## src/rtl/mlp_train_sequencer_pkg.sv

```systemverilog
// Shared types for the MLP training sequencer: fixed-point sample type,
// common fixed-point constants and the sequencer state encoding.
package mlp_train_sequencer_pkg;

  localparam int unsigned SFP_W    = 16;
  localparam int unsigned SFP_FRAC = 8;

  // Signed fixed point, Q8.8
  typedef logic signed [SFP_W-1:0] sfp;

  localparam sfp ONE  = 16'sh0100;
  localparam sfp HALF = 16'sh0080;

  typedef enum logic [2:0] {
    IDLE,
    TRAIN,
    EVAL,
    DRAIN,
    REPORT,
    DONE
  } seq_state_t;

endpackage

```

## src/rtl/mlp_train_sequencer_if.sv

```systemverilog
// Sample/prediction link between the sequencer (master) and the MLP core (slave).
interface mlp_train_sequencer_if #(
  parameter int unsigned INPUTS  = 2,
  parameter int unsigned OUTPUTS = 1
);
  import mlp_train_sequencer_pkg::*;

  sfp [INPUTS-1:0]  values;
  sfp [OUTPUTS-1:0] expected;
  logic             training;
  sfp [OUTPUTS-1:0] prediction;

  modport master (output values, output expected, output training, input prediction);
  modport slave  (input values, input expected, input training, output prediction);

endinterface

```

## src/rtl/mlp_train_sequencer_sample_delay_line.sv

```systemverilog
// Fixed-depth shift register carrying {valid, labels} of evaluation samples
// so they line up with the MLP prediction that arrives DEPTH cycles later.
module sample_delay_line
  import mlp_train_sequencer_pkg::*;
#(
  parameter int unsigned OUTPUTS = 1,
  parameter int unsigned DEPTH   = 1
) (
  input  logic             clk,
  input  logic             rst,
  input  logic             in_valid,
  input  sfp [OUTPUTS-1:0] in_data,
  output logic             out_valid,
  output sfp [OUTPUTS-1:0] out_data
);

  logic             valid_q [DEPTH];
  sfp [OUTPUTS-1:0] data_q  [DEPTH];

  // Shift one stage per cycle; bubbles (in_valid=0) shift through as well
  always_ff @(posedge clk or negedge rst) begin
    if (!rst) begin
      for (int unsigned i = 0; i < DEPTH; i++) begin
        valid_q[i] <= 1'b0;
        data_q[i]  <= '0;
      end
    end else begin
      valid_q[0] <= in_valid;
      data_q[0]  <= in_data;
      for (int unsigned i = 1; i < DEPTH; i++) begin
        valid_q[i] <= valid_q[i-1];
        data_q[i]  <= data_q[i-1];
      end
    end
  end

  assign out_valid = valid_q[DEPTH-1];
  assign out_data  = data_q[DEPTH-1];

endmodule

```

## src/rtl/mlp_train_sequencer.sv

```systemverilog
// Replays a register-held labelled dataset to an MLP core: per epoch one
// training pass, one evaluation pass, a drain and a one-cycle accuracy report.
// Optional macro MLP_SEQ_ROTATE_EN rotates the TRAIN start index by epoch.
module mlp_train_sequencer
  import mlp_train_sequencer_pkg::*;
#(
  parameter  int unsigned INPUTS       = 2,
  parameter  int unsigned OUTPUTS      = 1,
  parameter  int unsigned SAMPLES      = 4,
  parameter  int unsigned PRED_LATENCY = 1,
  localparam int unsigned IDX_W        = (SAMPLES > 1) ? $clog2(SAMPLES) : 1,
  localparam int unsigned CORRECT_W    = $clog2(SAMPLES + 1)
) (
  input  logic                  clk,
  input  logic                  rst,
  input  logic                  load_we,
  input  logic [IDX_W-1:0]      load_idx,
  input  sfp [INPUTS-1:0]       load_values,
  input  sfp [OUTPUTS-1:0]      load_expected,
  input  logic                  start,
  input  logic [15:0]           epochs,
  input  sfp                    threshold,
  mlp_train_sequencer_if.master mlp,
  output logic                  busy,
  output logic                  epoch_done,
  output logic [15:0]           epoch_idx,
  output logic [CORRECT_W-1:0]  epoch_correct,
  output logic                  done
);

  localparam int unsigned CNT_MAX = (SAMPLES > PRED_LATENCY) ? SAMPLES : PRED_LATENCY;
  localparam int unsigned CNT_W   = $clog2(CNT_MAX + 1);
  localparam logic [CNT_W-1:0] LAST_SAMPLE = CNT_W'(SAMPLES - 1);
  localparam logic [CNT_W-1:0] LAST_DRAIN  = CNT_W'(PRED_LATENCY - 1);

  seq_state_t       state, state_n;
  logic [CNT_W-1:0] cnt, cnt_n;
  logic [15:0]      epochs_q, epoch_cnt;
  sfp               thr_q;
  logic [CORRECT_W-1:0] acc, acc_sum;

  sfp [INPUTS-1:0]  ds_values   [SAMPLES];
  sfp [OUTPUTS-1:0] ds_expected [SAMPLES];

  sfp [INPUTS-1:0]  values_n, values_q;
  sfp [OUTPUTS-1:0] expected_n, expected_q;
  logic             training_n, training_q, push_n, push_q;
  logic [IDX_W-1:0] sel;

  logic             head_valid, hit;
  sfp [OUTPUTS-1:0] head_data;

  // State and sample counter
  always_ff @(posedge clk or negedge rst) begin
    if (!rst) begin
      state <= IDLE;
      cnt   <= '0;
    end else begin
      state <= state_n;
      cnt   <= cnt_n;
    end
  end

  // Next-state: fixed-length TRAIN/EVAL/DRAIN phases, loop until epochs exhausted
  always_comb begin
    state_n = state;
    cnt_n   = cnt;
    unique case (state)
      IDLE: if (start) begin
        state_n = (epochs == '0) ? DONE : TRAIN;
        cnt_n   = '0;
      end
      TRAIN: if (cnt == LAST_SAMPLE) begin
        state_n = EVAL;
        cnt_n   = '0;
      end else cnt_n = cnt + CNT_W'(1);
      EVAL: if (cnt == LAST_SAMPLE) begin
        state_n = DRAIN;
        cnt_n   = '0;
      end else cnt_n = cnt + CNT_W'(1);
      DRAIN: if (cnt == LAST_DRAIN) begin
        state_n = REPORT;
        cnt_n   = '0;
      end else cnt_n = cnt + CNT_W'(1);
      // epoch_cnt was already advanced on entry to REPORT
      REPORT:  state_n = (epoch_cnt == epochs_q) ? DONE : TRAIN;
      DONE:    state_n = IDLE;
      default: state_n = IDLE;
    endcase
  end

  // Next output values, derived from the upcoming state so outputs can be registered
  always_comb begin
    values_n   = '0;
    expected_n = '0;
    training_n = 1'b0;
    push_n     = 1'b0;
`ifdef MLP_SEQ_ROTATE_EN
    sel = IDX_W'((32'(cnt_n) + 32'(epoch_cnt)) % SAMPLES);
`else
    sel = IDX_W'(cnt_n);
`endif
    unique case (state_n)
      TRAIN: begin
        values_n   = ds_values[sel];
        expected_n = ds_expected[sel];
        training_n = 1'b1;
      end
      EVAL: begin
        values_n   = ds_values[IDX_W'(cnt_n)];
        expected_n = ds_expected[IDX_W'(cnt_n)];
        push_n     = 1'b1;
      end
      default: ;
    endcase
  end

  // Registered outputs toward the MLP and status pulses
  always_ff @(posedge clk or negedge rst) begin
    if (!rst) begin
      values_q   <= '0;
      expected_q <= '0;
      training_q <= 1'b0;
      push_q     <= 1'b0;
      busy       <= 1'b0;
      epoch_done <= 1'b0;
      done       <= 1'b0;
    end else begin
      values_q   <= values_n;
      expected_q <= expected_n;
      training_q <= training_n;
      push_q     <= push_n;
      busy       <= (state_n != IDLE);
      epoch_done <= (state_n == REPORT);
      done       <= (state_n == DONE);
    end
  end

  assign mlp.values   = values_q;
  assign mlp.expected = expected_q;
  assign mlp.training = training_q;

  // Dataset writes, accepted only while idle
  always_ff @(posedge clk or negedge rst) begin
    if (!rst) begin
      for (int unsigned i = 0; i < SAMPLES; i++) begin
        ds_values[i]   <= '0;
        ds_expected[i] <= '0;
      end
    end else if (state == IDLE && load_we && 32'(load_idx) < SAMPLES) begin
      ds_values[load_idx]   <= load_values;
      ds_expected[load_idx] <= load_expected;
    end
  end

  sample_delay_line #(
    .OUTPUTS (OUTPUTS),
    .DEPTH   (PRED_LATENCY)
  ) u_delay (
    .clk       (clk),
    .rst       (rst),
    .in_valid  (push_q),
    .in_data   (expected_q),
    .out_valid (head_valid),
    .out_data  (head_data)
  );

  // A sample is correct when prediction and label fall on the same side of the threshold
  always_comb begin
    hit = head_valid;
    for (int unsigned k = 0; k < OUTPUTS; k++) begin
      if (($signed(mlp.prediction[k]) < thr_q) != ($signed(head_data[k]) < thr_q))
        hit = 1'b0;
    end
    acc_sum = acc + CORRECT_W'(hit);
  end

  // Run configuration, epoch counting and accuracy accumulation.
  // The last sample is scored on the same edge that enters REPORT, so the
  // report takes acc_sum rather than acc.
  always_ff @(posedge clk or negedge rst) begin
    if (!rst) begin
      epochs_q      <= '0;
      thr_q         <= '0;
      epoch_cnt     <= '0;
      acc           <= '0;
      epoch_idx     <= '0;
      epoch_correct <= '0;
    end else begin
      if (state == IDLE && start) begin
        epochs_q  <= epochs;
        thr_q     <= threshold;
        epoch_cnt <= '0;
        acc       <= '0;
      end else if (state_n == REPORT) begin
        epoch_correct <= acc_sum;
        epoch_idx     <= epoch_cnt;
        epoch_cnt     <= epoch_cnt + 16'd1;
        acc           <= '0;
      end else if (state == DONE) begin
        epoch_cnt <= '0;
      end else begin
        acc <= acc_sum;
      end
    end
  end

endmodule

```

## src/flat_wrapper.sv

```systemverilog
// flat-port wrapper written by rule: the top's interface ports become plain ports
module mlp_train_sequencer_flat import mlp_train_sequencer_pkg::*;
#(
  parameter  int unsigned INPUTS       = 2,
  parameter  int unsigned OUTPUTS      = 1,
  parameter  int unsigned SAMPLES      = 4,
  parameter  int unsigned PRED_LATENCY = 1,
  localparam int unsigned IDX_W        = (SAMPLES > 1) ? $clog2(SAMPLES) : 1,
  localparam int unsigned CORRECT_W    = $clog2(SAMPLES + 1)
)
  (clk, rst, load_we, load_idx, load_values, load_expected, start, epochs, threshold, busy, epoch_done, epoch_idx, epoch_correct, done, mlp_values, mlp_expected, mlp_training, mlp_prediction);
  mlp_train_sequencer_if #(.INPUTS(INPUTS), .OUTPUTS(OUTPUTS)) mlp_i ();
  input  logic clk;
  input  logic rst;
  input  logic load_we;
  input  logic [IDX_W-1:0] load_idx;
  input  sfp [INPUTS-1:0] load_values;
  input  sfp [OUTPUTS-1:0] load_expected;
  input  logic start;
  input  logic [15:0] epochs;
  input  sfp threshold;
  output logic busy;
  output logic epoch_done;
  output logic [15:0] epoch_idx;
  output logic [CORRECT_W-1:0] epoch_correct;
  output logic done;
  output wire logic [$bits(mlp_i.values)-1:0] mlp_values;
  output wire logic [$bits(mlp_i.expected)-1:0] mlp_expected;
  output wire logic [$bits(mlp_i.training)-1:0] mlp_training;
  input wire logic [$bits(mlp_i.prediction)-1:0] mlp_prediction;
  assign mlp_values = mlp_i.values;
  assign mlp_expected = mlp_i.expected;
  assign mlp_training = mlp_i.training;
  assign mlp_i.prediction = mlp_prediction;
  mlp_train_sequencer #(.INPUTS(INPUTS), .OUTPUTS(OUTPUTS), .SAMPLES(SAMPLES), .PRED_LATENCY(PRED_LATENCY)) u_core (.clk(clk), .rst(rst), .load_we(load_we), .load_idx(load_idx), .load_values(load_values), .load_expected(load_expected), .start(start), .epochs(epochs), .threshold(threshold), .mlp(mlp_i), .busy(busy), .epoch_done(epoch_done), .epoch_idx(epoch_idx), .epoch_correct(epoch_correct), .done(done));
endmodule
```

## config.mk

```make
export PLATFORM = sky130hd
export DESIGN_NAME = mlp_train_sequencer_flat
export DESIGN_NICKNAME = d
export VERILOG_FILES = /design/src/rtl/mlp_train_sequencer_pkg.sv /design/src/rtl/mlp_train_sequencer_if.sv /design/src/rtl/mlp_train_sequencer_sample_delay_line.sv /design/src/rtl/mlp_train_sequencer.sv /design/src/flat_wrapper.sv
export SDC_FILE = /design/constraint.sdc
export NUM_CORES = 1
export LEC_CHECK = 0
export BUFFER_PORTS_ARGS = -buffer_cell sky130_fd_sc_hd__clkbuf_2
export CORE_UTILIZATION = 50
export CTS_BUF_LIST = sky130_fd_sc_hd__clkbuf_8
export DETAILED_ROUTE_END_ITERATION = 10
export HOLD_SLACK_MARGIN = 0.05
export PLACE_DENSITY_LB_ADDON = 0.15
export SETUP_SLACK_MARGIN = 0.4
export SYNTH_ARGS = -nofsm -noshare
export SYNTH_HDL_FRONTEND = slang
export SYNTH_SLANG_ARGS = --single-unit
export TNS_END_PERCENT = 50
```

## constraint.sdc

```tcl
create_clock -name clk -period 5.4 [get_ports clk]
set_input_delay 0.27 -clock clk [delete_from_list [all_inputs] [get_ports clk]]
set_output_delay 0.27 -clock clk [all_outputs]
set_load 0.01 [all_outputs]
```

==> results of run 1 <==
-- Yosys cell counts (all sizes together), types with 2 or more instances --
cell type	number	share of area [%]
and2	5	0.22
a21oi	11	0.40
a31oi	4	0.17
buf	30	1.4
o21ai	51	1.7
and2b	8	0.48
a211oi	5	0.26
o31ai	2	0.10
mux2	195	15
nor2b	42	1.8
clkbuf	27	0.83
nand3	4	0.14
o21a	2	0.10
mux4	48	7.5
and3	3	0.13
a21o	3	0.15
nor3	6	0.28
a32o	3	0.21
nor4	5	0.21
dfrtp	338	58
ha	37	3.2
xnor2	14	0.84
nor2	24	0.62
nand4	12	0.51
inv	22	0.56
a22o	2	0.12
nand2	152	3.9
nand2b	5	0.21
xor2	6	0.36
-- cell families after synthesis --
logic type                 after synthesis
DFF                                    338
and+or+nand+nor                        271
muxes                                  244
AOI/OAI and AO/OA                       90
buffers and inverters                   79
adders and majority gates               37
xor gates and xnor gates                21
-- tightest hold or removal path, cell delays in order --
cell and delay, ns:
clkbuf_2 0.14, o21ai_1 0.12, nand2_1 0.08, o21ai_0 0.07
-- cells in the final DEF, fill, tap and decap left out, drive strengths merged, types with 24 or more instances in the layout --
master / count
nor2: 24
nor2b: 42
mux2: 195
clkbuf: 244
dfrtp: 338
mux4: 48
ha: 37
inv: 43
nand2: 152
o21ai: 51
dlygate4sd3: 81
-- flip-flops by register name (all words and copies together) (netlist names) --
| register | cells |
|---|---|
| u_core.epoch_idx | 16 |
| u_core.epoch_cnt | 16 |
| u_core.acc | 3 |
| u_core.u_delay.out_data | 16 |
| u_core.epoch_correct | 3 |
| u_core.ds_expected | 64 |
| u_core.cnt | 3 |
| u_core.thr_q | 16 |
| u_core.state | 3 |
| u_core.busy | 1 |
| u_core.done | 1 |
| u_core.epochs_q | 16 |
| u_core.ds_values | 128 |
| u_core.u_delay.out_valid | 1 |
| u_core.mlp.expected | 16 |
| u_core.push_q | 1 |
| u_core.mlp.values | 32 |
| u_core.epoch_done | 1 |
| u_core.mlp.training | 1 |
-- power by group --
part | leakage (uW) | internal (uW) | switching (uW) | total [uW]
combinational | 0.00354 | 2200 | 1700 | 3910
clock | 0.000685 | 1260 | 1010 | 2270
sequential | 0.00425 | 3620 | 550 | 4170
-- worst paths after layout --
kind	start	endpoint
worst min register to register	u_core.push_q$_DFF_PN0_	u_core.u_delay.out_valid$_DFF_PN0_
min in group asynchronous	rst	u_core.u_delay.out_data[15]$_DFF_PN0_
worst min-delay path	start	u_core.cnt[2]$_DFFE_PN0P_
worst max register to register	u_core.state[0]$_DFF_PN0_	u_core.mlp.values[0]$_DFF_PN0_
worst max-delay path	u_core.state[0]$_DFF_PN0_	u_core.mlp.values[0]$_DFF_PN0_
max in group asynchronous	rst	u_core.ds_values[34]$_DFFE_PN0P_
-- layer usage --
metal  up-vias  share of wire (%)
li1       4337                  -
met1      4674                 44
met2       196                 49
met3        45                4.8
met4         4                1.5
met5         -              0.079
-- layout make-up --
| class | instances | area [um2] |
|---|---|---|
| tap | 384 | 480 |
| antenna | 1 | 2.50 |
| timing repair buffer | 266 | 1790 |
| multi-input combinational | 663 | 5810 |
| sequential | 338 | 8460 |
| clock buffer | 73 | 1000 |
| fill | 2333 | 11000 |
| inverter | 22 | 82.6 |
| clock inverter | 31 | 159 |
-- stage by stage --
step	util, %	cell area (um2)
detailed placement	55.0	15800
CTS	61.8	17800
global route	61.8	17800
finish	61.8	17800
global placement	55.0	15800
floorplan	-	14600
-- timing repair --
| action | in CTS | in global routing |
|---|---|---|
| gates resized for setup | 0 | 0 |
| hold endpoints to repair | 309 | 0 |
| hold buffers | 81 | 0 |
==> flow_summary.json, run 1 <==
{
  "rows": 62,
  "numCtsBuffers": 56,
  "grt.met1_usage_pct": 29.7,
  "slowest_delay_ns": 0.74,
  "use_met2_pct": 37.6,
  "syn2layout_area_growth_pct": 21.5,
  "tns_ns": 0,
  "reg2reg_depth": 6,
  "syn_avg_cell_area_um2": 13.6,
  "drt-initial-drc-count": 415,
  "clk_latency_ns": 0.58,
  "die_w_um": 173,
  "arrival_ns": 3.55,
  "cts_tree": "built",
  "cap_violations": 0,
  "grt_pass1_vias": 10200,
  "pre_cts_ws_ns": 2.21,
  "cts_htree_levels": 2,
  "drt-total-wl_um": 31700,
  "clkTransAtPathRegs_ns": 0.06,
  "gp_congestion": 0.767,
  "status": "complete, no violations",
  "ys_ff_latch": 338,
  "netlist_area_mm2": 0.0146,
  "synth_top_family_by_area": "multiplexers",
  "worst_slack_ns": 2.29,
  "finalCritPeriodShare_pct": 57.6,
  "p_total_uw": 10300,
  "grt_antenna_before_repair": 3,
  "gr-total-overflow": 0,
  "drt-wirelength-per-cell_um": 17.8,
  "seq_area_frac_synth_pct": 57.8,
  "grt_max_degree": 113,
  "avgViaCountPerCell": 5.21,
  "post-route-drc-count": 0,
  "path_max_fanout": 38,
  "grt_use_met3_pct": 4.99,
  "post_cts_buffers": 0,
  "antenna_left": 0,
  "post-route-min-period_ns": 3.11,
  "stdcell_count": 1778,
  "synth_edf_count": 0,
  "cts_buffer_depth": 3,
  "worstPathRequired_ns": 5.84,
  "grt_pass1_wl_um": 53100,
  "start_util_pct": 50.9,
  "synth-simple-area-share_pct": 8.78,
  "portBuffers": 172,
  "hold_class": "in2reg",
  "clock_skew_ns": 0.0124,
  "top_usage_layer": "met2",
  "first_pass_iters": 4,
  "async_reset_ff_share_pct": 100,
  "setup_viol": 0,
  "dpl.hpwl_um": 19500,
  "ys_warn_count": 0,
  "num_io_pins": 173,
  "cp.depth": 6,
  "slew_headroom_pct": 36.2,
  "ir_drop_uv": 300,
  "syn-num-nets": 1219,
  "r2r_setup_slack_ns": 2.29,
  "fin_nets": 1486,
  "hold_depth": 4,
  "criticalPathCategory": "reg2reg",
  "fmax_mhz": 322,
  "maxSlewViolCount": 0,
  "cp_num_buf_inv": 1,
  "yosys-mux-area-fraction_pct": 22.5,
  "die_area_mm2": 0.0300,
  "vias": 9256,
  "synthAdderAreaFrac_pct": 3.16,
  "slowest_stage": "a32o_4",
  "clkSinkCount": 338,
  "end_kind": "flop",
  "tightest_slew_ns": 0.956,
  "crit_chain": "or2_4 > o21ai_1 > a32o_4 > buf_4 > mux4_2 > nor2b_1",
  "die_height_um": 173,
  "grt_setup_unrepaired": "false",
  "yosys.cell_types.count": 57,
  "numPlacedInstances": 1592,
  "coreArea_mm2": 0.0288,
  "p_leak_uw": 0.00847,
  "syn-instance-count": 1080,
  "drive_above_1_share_pct": 38.0,
  "ys.flop_type": "dfrtp_1",
  "synth_compound_area_share_pct": 3.65,
  "cp_top_family": "compound AO/OA/AOI/OAI gates",
  "powerDensity_mw_per_mm2": 581,
  "cp-start-kind": "flop",
  "track_usage_pct": 22.4,
  "whs_ns": 0.153,
  "hold_viol": 0,
  "yosys.area_share.xor_xnor_pct": 1.35,
  "clockRootBuffer": "clkbuf_8"
}
Power figures use the tool's default switching activity.
==> run 2: changes to the inputs <==
Clock period 5.4 ns to 3.05 ns, I/O delays scaled along.
==> run 2 against run 1 <==
Effect of this change: via count is 1.7% higher; die area unchanged; sequential power rose by 76%; cell area is 1.5% higher; non-clock buffer count up 15; clock-buffer cell count is 6 lower; critical path type unchanged; critical endpoint is now u_core.acc[1]$_DFFE_PN0P_.
==> flow_summary.json, run 2 (synthesis gave the netlist of run 1 again) <==
{
  "cts_tree": "built",
  "grt_pass1_wl_um": 53000,
  "criticalPathCategory": "reg2reg",
  "clockRootBuffer": "clkbuf_8",
  "fin_nets": 1501,
  "cts_htree_levels": 2,
  "grt_pass1_vias": 10100,
  "maxSlewViolCount": 0,
  "dpl.hpwl_um": 20000,
  "clock_skew_ns": 0.0252,
  "cp-start-kind": "flop",
  "num_io_pins": 173,
  "grt_max_degree": 89,
  "first_pass_iters": 5,
  "crit_chain": "inv_2 > ha_4 > a2111oi_4 > o31ai_2 > a211oi_2 > mux2_4 > xnor3_1 > and2_4 > ha_4 > ha_4 > a32o_1",
  "final_cell_mix": "dfrtp_1, mux2_2, clkbuf_2",
  "grt_setup_unrepaired": "true",
  "portBuffers": 172,
  "die_w_um": 173,
  "worstPathRequired_ns": 3.52,
  "coreArea_mm2": 0.0288,
  "hold_viol": 0,
  "tightest_slew_ns": 0.700,
  "avgViaCountPerCell": 5.26,
  "track_usage_pct": 22.1,
  "arrival_ns": 3.39,
  "finalCritPeriodShare_pct": 95.6,
  "cts_buffer_depth": 3,
  "status": "complete, no violations",
  "clkTransAtPathRegs_ns": 0.06,
  "syn2layout_area_growth_pct": 23.3,
  "fmax_mhz": 343,
  "antenna_left": 0,
  "p_leak_uw": 0.00854,
  "p_int_uw": 12600,
  "grt_antenna_before_repair": 1,
  "drt-total-wl_um": 32200,
  "gp_congestion": 0.829,
  "end_kind": "flop",
  "ir_drop_uv": 741,
  "path_max_fanout": 2,
  "start_util_pct": 50.9,
  "cap_violations": 0,
  "setup_viol": 0,
  "final_common_cell": "dfrtp_1",
  "slowest_stage": "xnor3_1",
  "slew_headroom_pct": 53.3,
  "drt-wirelength-per-cell_um": 18.0,
  "drive_above_1_share_pct": 39.6,
  "hold_class": "in2async",
  "rows": 62,
  "crit_path_frequent_cell": "ha_4",
  "drt-initial-drc-count": 479,
  "p_total_uw": 18500,
  "regMostFlops": "u_core.ds_values",
  "p_sw_uw": 5940,
  "tns_ns": 0,
  "gr-total-overflow": 0,
  "numCtsBuffers": 56,
  "pwr-share-seq_pct": 39.5,
  "slowest_delay_ns": 0.38,
  "largest_reg_flops": 128,
  "die_area_mm2": 0.0300,
  "die_height_um": 173,
  "vias": 9411,
  "post-route-drc-count": 0,
  "powerDensity_mw_per_mm2": 1030,
  "clk_latency_ns": 0.59,
  "share_comb_of_total_power_pct": 40.4,
  "post-route-min-period_ns": 2.92,
  "clkSinkCount": 338,
  "p_clk_share_pct": 20.2,
  "p_sw_share_pct": 32.0
}
## run 2: path summary, 6_finish.rpt
kind	to	depth (start not counted)	slack (ns)	start
min in group clk	u_core.ds_values[38]$_DFFE_PN0P_	3	0.18	load_idx[1]
max	u_core.acc[1]$_DFFE_PN0P_	11	0.13	u_core.thr_q[1]$_DFFE_PN0P_
max reg2reg	u_core.acc[1]$_DFFE_PN0P_	11	0.13	u_core.thr_q[1]$_DFFE_PN0P_
min reg2reg	u_core.u_delay.out_valid$_DFF_PN0_	0	0.35	u_core.push_q$_DFF_PN0_
max in group asynchronous	u_core.ds_expected[13]$_DFFE_PN0P_	3	1.99	rst
min	u_core.mlp.expected[10]$_DFF_PN0_	2	0.17	rst
## run 2: worst max-delay path: cells and delay by family (launching register included)
family,cells,cell delay (ns)
buffers and inverters,1,0.08
AND/OR/NAND/NOR,1,0.19
adder cells (fa/ha/maj),3,0.58
AO/OA/AOI/OAI,4,0.90
flip-flops,1,0.37
multiplexers,1,0.34
XOR/XNOR,1,0.38
## run 2: repair_timing
item                                    4_1_cts  5_1_grt
hold buffers                                 82        0
pin swaps                                     2       11
gates resized for setup                       5       16
endpoints found under the hold margin       308        0
endpoints found under the setup margin        5        6
setup buffers                                 1        1
## run 2: stage by stage
step                hold WS [ns]  cells  cell area [um2]  util, %  setup slack, ns
finish                     0.171   1790            18100     62.7            0.133
global route               0.176   1790            18100     62.7           0.0308
CTS                        0.161   1788            18000     62.5            0.292
detailed placement         0.219   1604            16100     55.8            0.221
global placement           0.221   1604            16100     55.8            0.236
floorplan                 -0.143   1080            14700        -            0.430
## run 2: power groups by stage
stage	logic, uW	clock network (uW)	registers (uW)
final	7490	3740	7320
after global routing	8220	4050	7530
after CTS	7540	3850	7310
after detailed placement	7390	0	7380
after global placement	7280	0	7310
after floorplan	5590	0	7200
## run 2: layout make-up
cell class,instances,area [um2]
antenna,1,2.50
clock buffer,67,922
clock inverter,34,148
fill,2232,10700
inverter,22,82.6
multi-input combinational,663,5930
sequential,338,8460
tap,384,480
timing repair buffer,281,2030
## run 2: metal layers
metal | vias to the layer above | track usage [%] | wire (um)
met1 | 4799 | 30.5 | 14700
met4 | 0 | 5.27 | 492
met5 | - | 0 | 0
li1 | 4368 | - | -
met3 | 47 | 4.53 | 1500
met2 | 197 | 36.0 | 15500
==> run 3: changes to the inputs <==
Settings changed: PLACE_DENSITY set to 0.81, PLACE_DENSITY_LB_ADDON 0.15 to unset.
==> run 3 against run 2 <==
Effect of this change: clock-buffer cell count unchanged; sequential share of layout area increased by 0.12 points; via count increased by 1.8%; cell area decreased by 0.26%; die area unchanged; routed wire length increased by 2.2%; hold slack improved by 0.072 ns; flip-flop and latch count unchanged; first-iteration DRC count increased by 5.6%; critical path depth unchanged; largest power group unchanged; highest routed layer unchanged.
==> flow_summary.json, run 3 (synthesis gave the netlist of run 1 again) <==
{
  "status": "complete, no violations",
  "clockRootBuffer": "clkbuf_8",
  "num_antenna_cells": 0,
  "num_io_pins": 173,
  "grt_pass1_wl_um": 53700,
  "grt_antenna_before_repair": 0,
  "hold_class": "in2async",
  "worst_slack_ns": 0.275,
  "slew_headroom_pct": 43.3,
  "fill_cells": 2097,
  "clk_latency_ns": 0.57,
  "regMostFlops": "u_core.ds_values",
  "coreArea_mm2": 0.0288,
  "portBuffers": 172,
  "slowest_stage": "dfrtp_1",
  "track_usage_pct": 22.5,
  "slowest_delay_ns": 0.38,
  "drive_above_1_share_pct": 39.5,
  "grt_setup_unrepaired": "true",
  "fin_nets": 1503,
  "path_max_fanout": 3,
  "die_height_um": 173,
  "clkSinkCount": 338,
  "setup_viol": 0,
  "gp_congestion": 0.844,
  "pre_cts_ws_ns": 0.253,
  "grt_max_degree": 111,
  "cap_violations": 0,
  "cts_htree_levels": 2,
  "p_leak_uw": 0.00850,
  "maxSlewViolCount": 0,
  "first_pass_iters": 6,
  "gr-total-overflow": 0,
  "tns_ns": 0,
  "cts_buffer_depth": 3,
  "powerDensity_mw_per_mm2": 1030,
  "hold_viol": 0,
  "tightest_slew_ns": 0.850,
  "dpl.hpwl_um": 20800,
  "post-route-min-period_ns": 2.77,
  "cp-start-kind": "flop",
  "reg2reg_depth": 11,
  "largest_reg_flops": 128,
  "final_cell_mix": "dfrtp_1, mux2_2, clkbuf_2",
  "antenna_left": 0,
  "syn2layout_area_growth_pct": 23.0,
  "end_kind": "flop",
  "cts_tree": "built",
  "timing.rr.start": "u_core.thr_q[5]$_DFFE_PN0P_",
  "criticalPathCategory": "reg2reg",
  "crit_path_frequent_cell": "ha_4",
  "finalCritPeriodShare_pct": 91.0,
  "die_w_um": 173,
  "drt-wirelength-per-cell_um": 18.5,
  "clkTransAtPathRegs_ns": 0.06,
  "numCtsBuffers": 54,
  "clock_skew_ns": 0.0269,
  "drt-initial-drc-count": 506,
  "ir_drop_uv": 524,
  "arrival_ns": 3.22,
  "final_common_cell": "dfrtp_1",
  "worstPathRequired_ns": 3.50,
  "start_util_pct": 50.9,
  "grt_pass1_vias": 10300,
  "drt-total-wl_um": 32900,
  "post-route-drc-count": 0,
  "crit_chain": "inv_2 > ha_4 > a21o_1 > a221oi_1 > o21ai_1 > a31oi_1 > xnor3_1 > and2_4 > ha_4 > ha_4 > a32o_1",
  "rows": 62,
  "die_area_mm2": 0.0300,
  "vias": 9582,
  "fmax_mhz": 360,
  "avgViaCountPerCell": 5.37,
  "cp-startpoint": "u_core.thr_q[5]$_DFFE_PN0P_"
}
==> run 3: final cells by class <==
type | count | area [um2] | area share (%)
Sequential cell | 338 | 8460 | 47.0
Multi-Input combinational cell | 663 | 5930 | 32.9
Timing Repair Buffer | 285 | 2010 | 11.2
Clock buffer | 67 | 922 | 5.12
Tap cell | 384 | 480 | 2.67
Clock inverter | 24 | 123 | 0.681
Inverter | 22 | 82.6 | 0.459
==> run 3: layer usage <==
metal,vias to the layer above,track usage (%),share of wire (%)
met4,0,7.96,2.6
met2,259,38.4,51
met3,67,4.02,4.4
met1,4889,28.9,42
li1,4367,-,-
met5,-,0,0
==> run 3: what timing repair did <==
item,4_1_cts,5_1_grt
endpoints found under the setup margin,5,11
gates cloned,0,0
buffers inserted,1,0
endpoints found under the hold margin,328,0
gates resized for setup,10,9
pin swaps,9,2
hold buffers,82,0
==> run 3: power breakdown <==
part / leakage (uW) / internal, uW / switching (uW)
Sequential: 0.00425 / 6410 / 951
Combinational: 0.00364 / 4230 / 3290
Clock: 0.000610 / 2040 / 1700
==> run 3: worst max-delay path, delay by kind of cell, from the launching register on <==
kind	cells	cell delay, ns
xor gates and xnor gates	1	0.35
and+or+nand+nor	1	0.18
AOI/OAI and AO/OA	5	1.07
DFF	1	0.38
buffers and inverters	1	0.11
adders and majority gates	3	0.57
==> run 3: final timing paths <==
check,to,slack [ns]
max,u_core.acc[1]$_DFFE_PN0P_,0.28
min,u_core.thr_q[14]$_DFFE_PN0P_,0.24
max reg2reg,u_core.acc[1]$_DFFE_PN0P_,0.28
min reg2reg,u_core.u_delay.out_valid$_DFF_PN0_,0.35
max in group asynchronous,u_core.ds_values[38]$_DFFE_PN0P_,1.88
min in group clk,u_core.ds_values[96]$_DFFE_PN0P_,0.30
==> run 3: metrics by stage <==
stage               instance area, um2  hold slack [ns]  total power [uW]  utilization (%)  cells
floorplan                        14700           -0.143             12800                -   1080
global placement                 16100            0.284             14500             55.8   1609
detailed placement               16100            0.287             14800             55.8   1609
CTS                              18000            0.265             18700             62.4   1783
global route                     18000            0.287             19800             62.6   1783
finish                           18000            0.243             18600             62.6   1783
